### config.mk
export PLATFORM = sky130hd
export DESIGN_NAME = seg_display_ctrl
export DESIGN_NICKNAME = d
export VERILOG_FILES = /design/src/rtl/seg_pkg.sv /design/src/rtl/bin2bcd_seq.sv /design/src/rtl/seg_display_ctrl.sv
export SDC_FILE = /design/constraint.sdc
export NUM_CORES = 1
export LEC_CHECK = 0
export ABC_AREA = 1
export CORE_MARGIN = 1
export CORE_UTILIZATION = 55
export CTS_CLUSTER_DIAMETER = 100
export DETAILED_ROUTE_END_ITERATION = 8
export PLACE_DENSITY = 0.88
export SLEW_MARGIN = 20
export SYNTH_ARGS = -nofsm -noshare
export SYNTH_HDL_FRONTEND = slang
export SYNTH_SLANG_ARGS = --single-unit
### constraint.sdc
create_clock -name clk -period 1.9 [get_ports clk]
set_clock_uncertainty 0.15 [all_clocks]
set_input_delay 0.57 -clock clk [delete_from_list [all_inputs] [get_ports clk]]
set_output_delay 0.57 -clock clk [all_outputs]
set_load 0.005 [all_outputs]
### src/rtl/seg_pkg.sv
// Shared types, constants and helpers for the multiplexed seven-segment display controller.
package seg_pkg;

  localparam logic [6:0] SEG_BLANK = 7'h7F;
  localparam logic [6:0] SEG_DASH  = 7'b0111111;

  typedef enum logic [1:0] {
    CONV_IDLE,
    CONV_SHIFT,
    CONV_DONE
  } conv_state_e;

  function automatic int bcd_width(input int digits);
    return 4 * digits;
  endfunction

  // Largest value representable in `digits` decimal digits, i.e. 10^digits - 1.
  function automatic logic [63:0] dec_max(input int digits);
    logic [63:0] v;
    v = 64'd1;
    for (int i = 0; i < digits; i++) v = v * 64'd10;
    return v - 64'd1;
  endfunction

  // Segment order is g..a, active-low.
  function automatic logic [6:0] seg_encode(input logic [3:0] code);
    case (code)
      4'h0: return 7'b1000000;
      4'h1: return 7'b1111001;
      4'h2: return 7'b0100100;
      4'h3: return 7'b0110000;
      4'h4: return 7'b0011001;
      4'h5: return 7'b0010010;
      4'h6: return 7'b0000010;
      4'h7: return 7'b1111000;
      4'h8: return 7'b0000000;
      4'h9: return 7'b0010000;
      4'hA: return 7'b0001000;
      4'hB: return 7'b0000011;
      4'hC: return 7'b1000110;
      4'hD: return 7'b0100001;
      4'hE: return 7'b0000110;
      default: return 7'b0001110;
    endcase
  endfunction

endpackage

### src/rtl/bin2bcd_seq.sv
// Sequential double-dabble converter: one input bit per cycle, DATA_W shift cycles,
// then a single DONE cycle in which bcd/overflow are valid.
module bin2bcd_seq
  import seg_pkg::*;
#(
  parameter int DATA_W = 16,
  parameter int DIGITS = 4
) (
  input  logic                  clk,
  input  logic                  reset,
  input  logic                  start,
  input  logic [DATA_W-1:0]     data,
  output logic                  busy,
  output logic                  done,
  output logic [4*DIGITS-1:0]   bcd,
  output logic                  overflow
);

  localparam int BCD_W = bcd_width(DIGITS);
  localparam int CNT_W = $clog2(DATA_W + 1);
  localparam logic [63:0] MAX_VAL = dec_max(DIGITS);

  conv_state_e       state, state_next;
  logic [DATA_W-1:0] shift_q;
  logic [BCD_W-1:0]  bcd_q;
  logic [BCD_W-1:0]  bcd_adj;
  logic [BCD_W:0]    bcd_shift;
  logic [CNT_W-1:0]  cnt_q;
  logic              ovf_q;

  // NOTE: always_comb uses blocking '=' and assigns every output a default first,
  // so later statements see earlier results and no latch can be inferred.
  always_comb begin
    state_next = state;
    case (state)
      CONV_IDLE:  if (start) state_next = CONV_SHIFT;
      CONV_SHIFT: if (cnt_q == CNT_W'(DATA_W - 1)) state_next = CONV_DONE;
      CONV_DONE:  state_next = start ? CONV_SHIFT : CONV_IDLE;
      default:    state_next = CONV_IDLE;
    endcase
  end

  always_comb begin
    bcd_adj = bcd_q;
    for (int d = 0; d < DIGITS; d++) begin
      if (bcd_q[4*d +: 4] >= 4'd5) bcd_adj[4*d +: 4] = bcd_q[4*d +: 4] + 4'd3;
    end
    bcd_shift = {bcd_adj, shift_q[DATA_W-1]};
  end

  // NOTE: sequential state uses non-blocking '<=' so every register samples
  // pre-edge values regardless of statement order.
  always_ff @(posedge clk) begin
    if (reset) begin
      state   <= CONV_IDLE;
      shift_q <= '0;
      bcd_q   <= '0;
      cnt_q   <= '0;
      ovf_q   <= 1'b0;
    end else begin
      state <= state_next;
      if (start && state != CONV_SHIFT) begin
        shift_q <= data;
        bcd_q   <= '0;
        cnt_q   <= '0;
        ovf_q   <= (64'(data) > MAX_VAL);
      end else if (state == CONV_SHIFT) begin
        shift_q <= shift_q << 1;
        bcd_q   <= bcd_shift[BCD_W-1:0];
        cnt_q   <= cnt_q + 1'b1;
        // A digit carried out of the top means the value did not fit either.
        ovf_q   <= ovf_q | bcd_shift[BCD_W];
      end
    end
  end

  assign busy     = (state != CONV_IDLE);
  assign done     = (state == CONV_DONE);
  assign bcd      = bcd_q;
  assign overflow = ovf_q;

endmodule

### src/rtl/seg_display_ctrl.sv
// N-digit multiplexed seven-segment controller: latches a value in hex or decimal,
// scans the anodes at REFRESH_DIV cycles per digit and drives registered pins.
module seg_display_ctrl
  import seg_pkg::*;
#(
  parameter int DIGITS      = 4,
  parameter int DATA_W      = 16,
  parameter int REFRESH_DIV = 100000,
  parameter int LZ_BLANK    = 1
) (
  input  logic              clk,
  input  logic              reset,
  input  logic [DATA_W-1:0] data,
  input  logic              load,
  input  logic              mode,
  input  logic [DIGITS-1:0] dp_mask,
  input  logic              blank,
  output logic              busy,
  output logic [6:0]        seg,
  output logic              dp,
  output logic [DIGITS-1:0] an
);

  localparam int BCD_W = bcd_width(DIGITS);
  localparam int EXT_W = (DATA_W > BCD_W) ? DATA_W : BCD_W;
  localparam int CNT_W = $clog2(REFRESH_DIV);
  localparam int IDX_W = (DIGITS > 1) ? $clog2(DIGITS) : 1;

  logic [CNT_W-1:0]           refresh_q;
  logic [IDX_W-1:0]           idx_q;
  logic [DIGITS-1:0][3:0]     digits_q;
  logic [DIGITS-1:0]          blank_q;
  logic                       ovf_q;

  logic                       conv_busy, conv_done, conv_ovf;
  logic [BCD_W-1:0]           conv_bcd;
  logic [DIGITS-1:0]          lz;
  logic                       higher_nz;
  logic [EXT_W-1:0]           data_ext;
  logic                       accept, hex_load, dec_load;

  logic [6:0]                 seg_next;
  logic                       dp_next;
  logic [DIGITS-1:0]          an_next;

  // A load landing on the DONE cycle is accepted: busy falls on that same edge.
  assign accept   = load & (~conv_busy | conv_done);
  assign hex_load = accept & ~mode;
  assign dec_load = accept & mode;
  assign data_ext = EXT_W'(data);
  assign busy     = conv_busy;

  bin2bcd_seq #(
    .DATA_W (DATA_W),
    .DIGITS (DIGITS)
  ) u_bin2bcd (
    .clk      (clk),
    .reset    (reset),
    .start    (dec_load),
    .data     (data),
    .busy     (conv_busy),
    .done     (conv_done),
    .bcd      (conv_bcd),
    .overflow (conv_ovf)
  );

  // Leading-zero flags: digit i blanks when it and every digit above it are zero.
  always_comb begin
    lz        = '0;
    higher_nz = 1'b0;
    for (int i = DIGITS - 1; i >= 1; i--) begin
      if (conv_bcd[4*i +: 4] != 4'd0) higher_nz = 1'b1;
      lz[i] = (LZ_BLANK != 0) && !higher_nz;
    end
  end

  always_ff @(posedge clk) begin
    if (reset) begin
      digits_q <= '0;
      blank_q  <= '0;
      ovf_q    <= 1'b0;
    end else if (hex_load) begin
      for (int i = 0; i < DIGITS; i++) digits_q[i] <= data_ext[4*i +: 4];
      blank_q <= '0;
      ovf_q   <= 1'b0;
    end else if (conv_done) begin
      digits_q <= conv_bcd;
      blank_q  <= lz;
      ovf_q    <= conv_ovf;
    end
  end

  always_ff @(posedge clk) begin
    if (reset) begin
      refresh_q <= '0;
      idx_q     <= '0;
    end else if (refresh_q == CNT_W'(REFRESH_DIV - 1)) begin
      refresh_q <= '0;
      idx_q     <= (idx_q == IDX_W'(DIGITS - 1)) ? '0 : idx_q + 1'b1;
    end else begin
      refresh_q <= refresh_q + 1'b1;
    end
  end

  always_comb begin
    an_next  = ~(DIGITS'(1) << idx_q);
    dp_next  = ~dp_mask[idx_q];
    seg_next = seg_encode(digits_q[idx_q]);
    if (ovf_q)               seg_next = SEG_DASH;
    else if (blank_q[idx_q]) seg_next = SEG_BLANK;
    if (blank) begin
      an_next  = '1;
      dp_next  = 1'b1;
      seg_next = SEG_BLANK;
    end
  end

  always_ff @(posedge clk) begin
    if (reset) begin
      an  <= '1;
      seg <= SEG_BLANK;
      dp  <= 1'b1;
    end else begin
      an  <= an_next;
      seg <= seg_next;
      dp  <= dp_next;
    end
  end

endmodule

# After elaboration in Yosys (flattened, before gate mapping)
# Memory sizes are Yosys's and may differ from the RTL's.
# Cells that the tools add are included.
# op_classes
n_eq_ne	8
reduce_logical	17
n_lt_le_gt_ge	6
muxes	26
n_bitwise	9
shift	1
add_sub_neg	7
# ops
op	n
$mux 16	4
$mux 4	5
$add 17x1->17 const B	1
$eq 17x17->1 const B	1
$add 4x2->4 const B	4
$ge 4x3->1 const B	4
$gt 16x14->1 const B	1
$mux 7	2
$reduce_bool 4->1	3
$bmux 4 s2	1
$mux 1	8
$reduce_or 2->1	4
$mux 2	3
$ne 2x1->1 const B	3
$pmux 2 s3	1
$reduce_bool 2->1	3
$add 5x1->5 const B	1
$eq 5x4->1 const B	1
$bmux 1 s2	2
$eq 2x2->1 const B	2
$not 4->4	1
$reduce_or 4->1	1
$shl 1x2->4 const A	1
$and 1x1->1	3
9 further kinds	14
# word_totals
elab_cells	92
output_inout_bits	13
rom_bits	112
memories	1
regBits	91
inputBits	25
# mem_list
name	words	width	read_ports	rd_ports_with_merged_regs	wr	line_no	text
(name not given)	16	7	1	0	0	seg_pkg.sv:27	case (code)

# Logic depth before layout (Yosys ltp)
# logic_depth
depth_word	7
ltp_mapped	14
depth_no_buf	12

# Cells and area by module
# From an unflattened synthesis, not the netlist that was laid out.
# hier_totals
hier_cells	669
hier_area_um2	4823.4
# by_module_without_submodules
mod	cells_each	instances	area_per_inst_um2	seq_area_each_um2
seg_display_ctrl	359	1	2593.7	1021.0
bin2bcd_seq	310	1	2229.6	800.8

# Worst setup path before layout
# Ideal clock, no wire load.
# synth_path
path_type	flip-flop to flip-flop
start	reg idx_q[0]
end	reg seg[6]
path_stages_with_launch	14
required_time_ns	1.623
setup_ns	0.127
path_buffers	2
setup_slack_ns	0.180
arrival_ns	1.443
period_less_slack_ns	1.720
path_cell_list	dfxtp_1 buf_6 buf_6 o21ai_0 nand2_1 nand2_2 inv_2 ha_1 nand3_1 nor2_1 nor2_1 nand2_1 nand2_1 nand2_1
# synth_between
elab_chain_len	5
elab_cells_between_ends	7
cone_classes	mux: 6; memory: 1
# synth_lines
element	line_no	text
start, declared	seg_display_ctrl.sv:30	logic [IDX_W-1:0] idx_q;
start signal, assigned	seg_display_ctrl.sv:99	idx_q <= (idx_q == IDX_W'(DIGITS - 1)) ? '0 : idx_q + 1'b1;
$bmux 4 s2	seg_display_ctrl.sv:108	seg_next = seg_encode(digits_q[idx_q]);
$mux 4 (not written as such)	seg_display_ctrl.sv:108	
$mem_v2 16x7	--	
$mux 7 (*)	seg_display_ctrl.sv:110	else if (blank_q[idx_q]) seg_next = SEG_BLANK;
$mux 7 (*)	seg_display_ctrl.sv:109	if (ovf_q) seg_next = SEG_DASH;
end signal, assigned	seg_display_ctrl.sv:125	seg <= seg_next;
end, declared	seg_display_ctrl.sv:19	output logic [6:0] seg,
# Every way passes the cells marked *; elsewhere a longest branch is shown, timed or not. The select of a mux whose other input is x is not followed.
# A chain may end at the register's enable or synchronous reset.

# Worst setup path after layout
# layout_path
start	reg u_bin2bcd.state[1]
end	out busy
# layout_between
elab_chain_len	1
# layout_lines
element	line_no	text
start, declared	bin2bcd_seq.sv:23	conv_state_e state, state_next;
start signal, assigned	bin2bcd_seq.sv:61	state <= state_next;
$reduce_bool 2->1	bin2bcd_seq.sv:77	assign busy = (state != CONV_IDLE);
end, declared	seg_display_ctrl.sv:18	output logic busy,
# No other way between the ends.

==> qor.yml <==
drt:
  wirelength_um: 10400
  via_count: 4323
  avgRoutedWirePerCell_um: 13.1
  ant_nets: 0
  first_iter_violations: 278
  post-route-drc-count: 0
  viasPerCell: 5.44
  drtPass1Iterations: 5
floorplanning:
  die_width_um: 93.7
  core_um2: 8180
  dieArea_um2: 8780
  start_util_pct: 56.6
  placementRows: 33
  die_h_um: 93.7
  ios: 38
power_and_ir_drop:
  vdd_drop_max_uv: 349
  power_density_nw_per_um2: 717
  leakagePower_nw: 2.15
timing:
  finalSetupViolations: 0
  hold_viol: 0
  setup_tns_ns: 0
  fmax_mhz: 547
  worst_slew_pin_slew_ns: 0.526
  rsz0062_at_grt: "false"
  drv_slew: 0
  post-route-period-util_pct: 96.2
  period_minus_slack_ns: 1.83
  maxSlewHeadroom_pct: 64.9
place:
  place_area_um2: 5200
  place_congestion: 0.884
  dp_hpwl_um: 7810
  io_buffer_count: 37
cts:
  cts_max_level: 3
  cts_made_buffers: 9
  cts.sinks: 91
  root_buffer: "clkbuf_8"
  clkTransAtPathRegs_ns: 0.08
  cts_tree: "done"
  insertion_delay_ns: 0.36
  clockBufferDepth: 2
final_layout:
  fillers: 641
  final_cell_area_um2: 5420
  drive_gt1_share_pct: 12.6
  synthToLayoutAreaGrowth_pct: 17.2
  antenna_cells: 0
  multiInputGateArea_um2: 2400
  nets: 732
  mostFrequentLayoutCell: "nand2_1"
  regArea_um2: 1830
  layout_common_cells: "161 x nand2_1, 87 x dfxtp_1, 53 x inv_1, 47 x nand3_1, 45 x o21ai_0"
synth:
  syn_area_um2: 4630
  synth_area_leader_cell: "dfxtp_1"
  synthTopCellsByArea: "dfxtp_1 39%, nand2_1 13%, ha_1 6.2%"
  syn_area_per_cell_um2: 7.33
  synthCells: 631
  ys_ff_latch: 91
  synth.distinct_cells: 41
  ys_seq_area_share_pct: 39.4
  synth_warnings: 0
  synth_nets: 679
  synth_top_cell_area_share_pct: 39.4
grt:
  grt_pass1_vias: 3963
  grtUsageTotal_pct: 24.8
  grt.overflow.total: 0
  grt_pass1_wl_um: 17300
  grt_max_degree: 39
  antenna_found_initial: 0
worst_setup_path:
  cp-end-kind: "output pin"
  cp_max_fo: 2
  worst_setup_path_start_kind: "flop"
  required_ns: 1.18
  critPathKind: "flop to output pin"
  arrival_ns: 1.11
worst_hold_path:
  hp-class: "flop to flop"
run:
  maxCapViolCount: 0
run_status:
  status: "complete, no violations"
[where the power goes]
part	switching, mW	total [mW]	internal [mW]
registers	0.0540	2.04	1.99
clock network	0.675	1.33	0.652
logic	0.293	0.518	0.225
[per-layer routing]
metal	wire [um]	share of wire, %	GRT usage, %	vias up
met5	0	0	0	-
met4	255	2.4	11.3	0
met3	570	5.5	4.85	22
met2	4960	48	42.8	148
met1	4620	44	29.6	1971
li1	-	-	-	2182
[final timing paths]
| path | cells after the start | from | slack, ns | to |
|---|---|---|---|---|
| worst max-delay path | 3 | u_bin2bcd.state[1] | 0.07 | busy |
| worst min-delay path | 1 | refresh_q[0] | 0.31 | refresh_q[0] |
| worst max register to register | 7 | u_bin2bcd.bcd[4] | 0.13 | u_bin2bcd.bcd[5] |
| worst min register to register | 1 | refresh_q[0] | 0.31 | refresh_q[0] |
[final cells by class]
cell class                 instances  area share [%]
clock buffer                      11            2.61
clock inverter                     5            1.13
inverter                          64            4.48
multi-input combinational        453            44.3
sequential                        91            33.7
tap                              105            2.42
timing repair buffer              65            11.4
[Yosys cell counts (all sizes together)]
cell	instances
nor2	48
nand4	6
nor3b	3
o21ai	48
nand2	172
o21bai	1
clkbuf	2
buf	21
nand3b	1
o211ai	1
o22ai	1
nor3	14
ha	23
or2	5
a21o	1
o21a	1
o31ai	2
inv	64
dfxtp	91
a21oi	33
a31oi	32
xor2	8
nand3	50
xnor2	3
[sequential cells by signal (all words and copies together) (netlist names)]
name	cells
an	4
blank_q	3
digits_q	16
dp	1
idx_q	2
ovf_q	1
refresh_q	17
seg	7
u_bin2bcd.bcd	16
u_bin2bcd.cnt_q	5
u_bin2bcd.overflow	1
u_bin2bcd.shift_q	16
u_bin2bcd.state	2
[through the flow]
stage	instances	util [%]	setup slack, ns	hold slack (ns)	power, mW
2_1_floorplan	631	-	0.180	0.268	2.41
3_3_place_gp	777	63.7	-0.0883	0.279	2.58
3_5_place_dp	777	63.7	-0.134	0.296	2.61
4_1_cts	794	66.1	0.00215	0.310	3.92
5_1_grt	794	66.3	0.0198	0.345	4.07
6_report	794	66.3	0.0729	0.310	3.89
[worst max-delay path, stage by stage (launching register included)]
cell and delay, ns:
dfxtp_2 0.33, inv_1 0.11, nand2_1 0.06, dlygate4sd2_1 0.26
[logic make-up after synthesis]
logic type,synth area share [%]
buf+inv,8.79
compound gates,14.2
flops,39.4
xor+xnor,2.08
simple gates,29.3
fa+ha+maj,6.22
[what timing repair did]
action                                  4_1_cts  5_1_grt
gates resized for setup                      11        9
buffers inserted                              1        0
gates cloned                                  0        0
hold buffers                                  0        0
endpoints found under the setup margin        9       10
(Power assumes the default switching activity.)
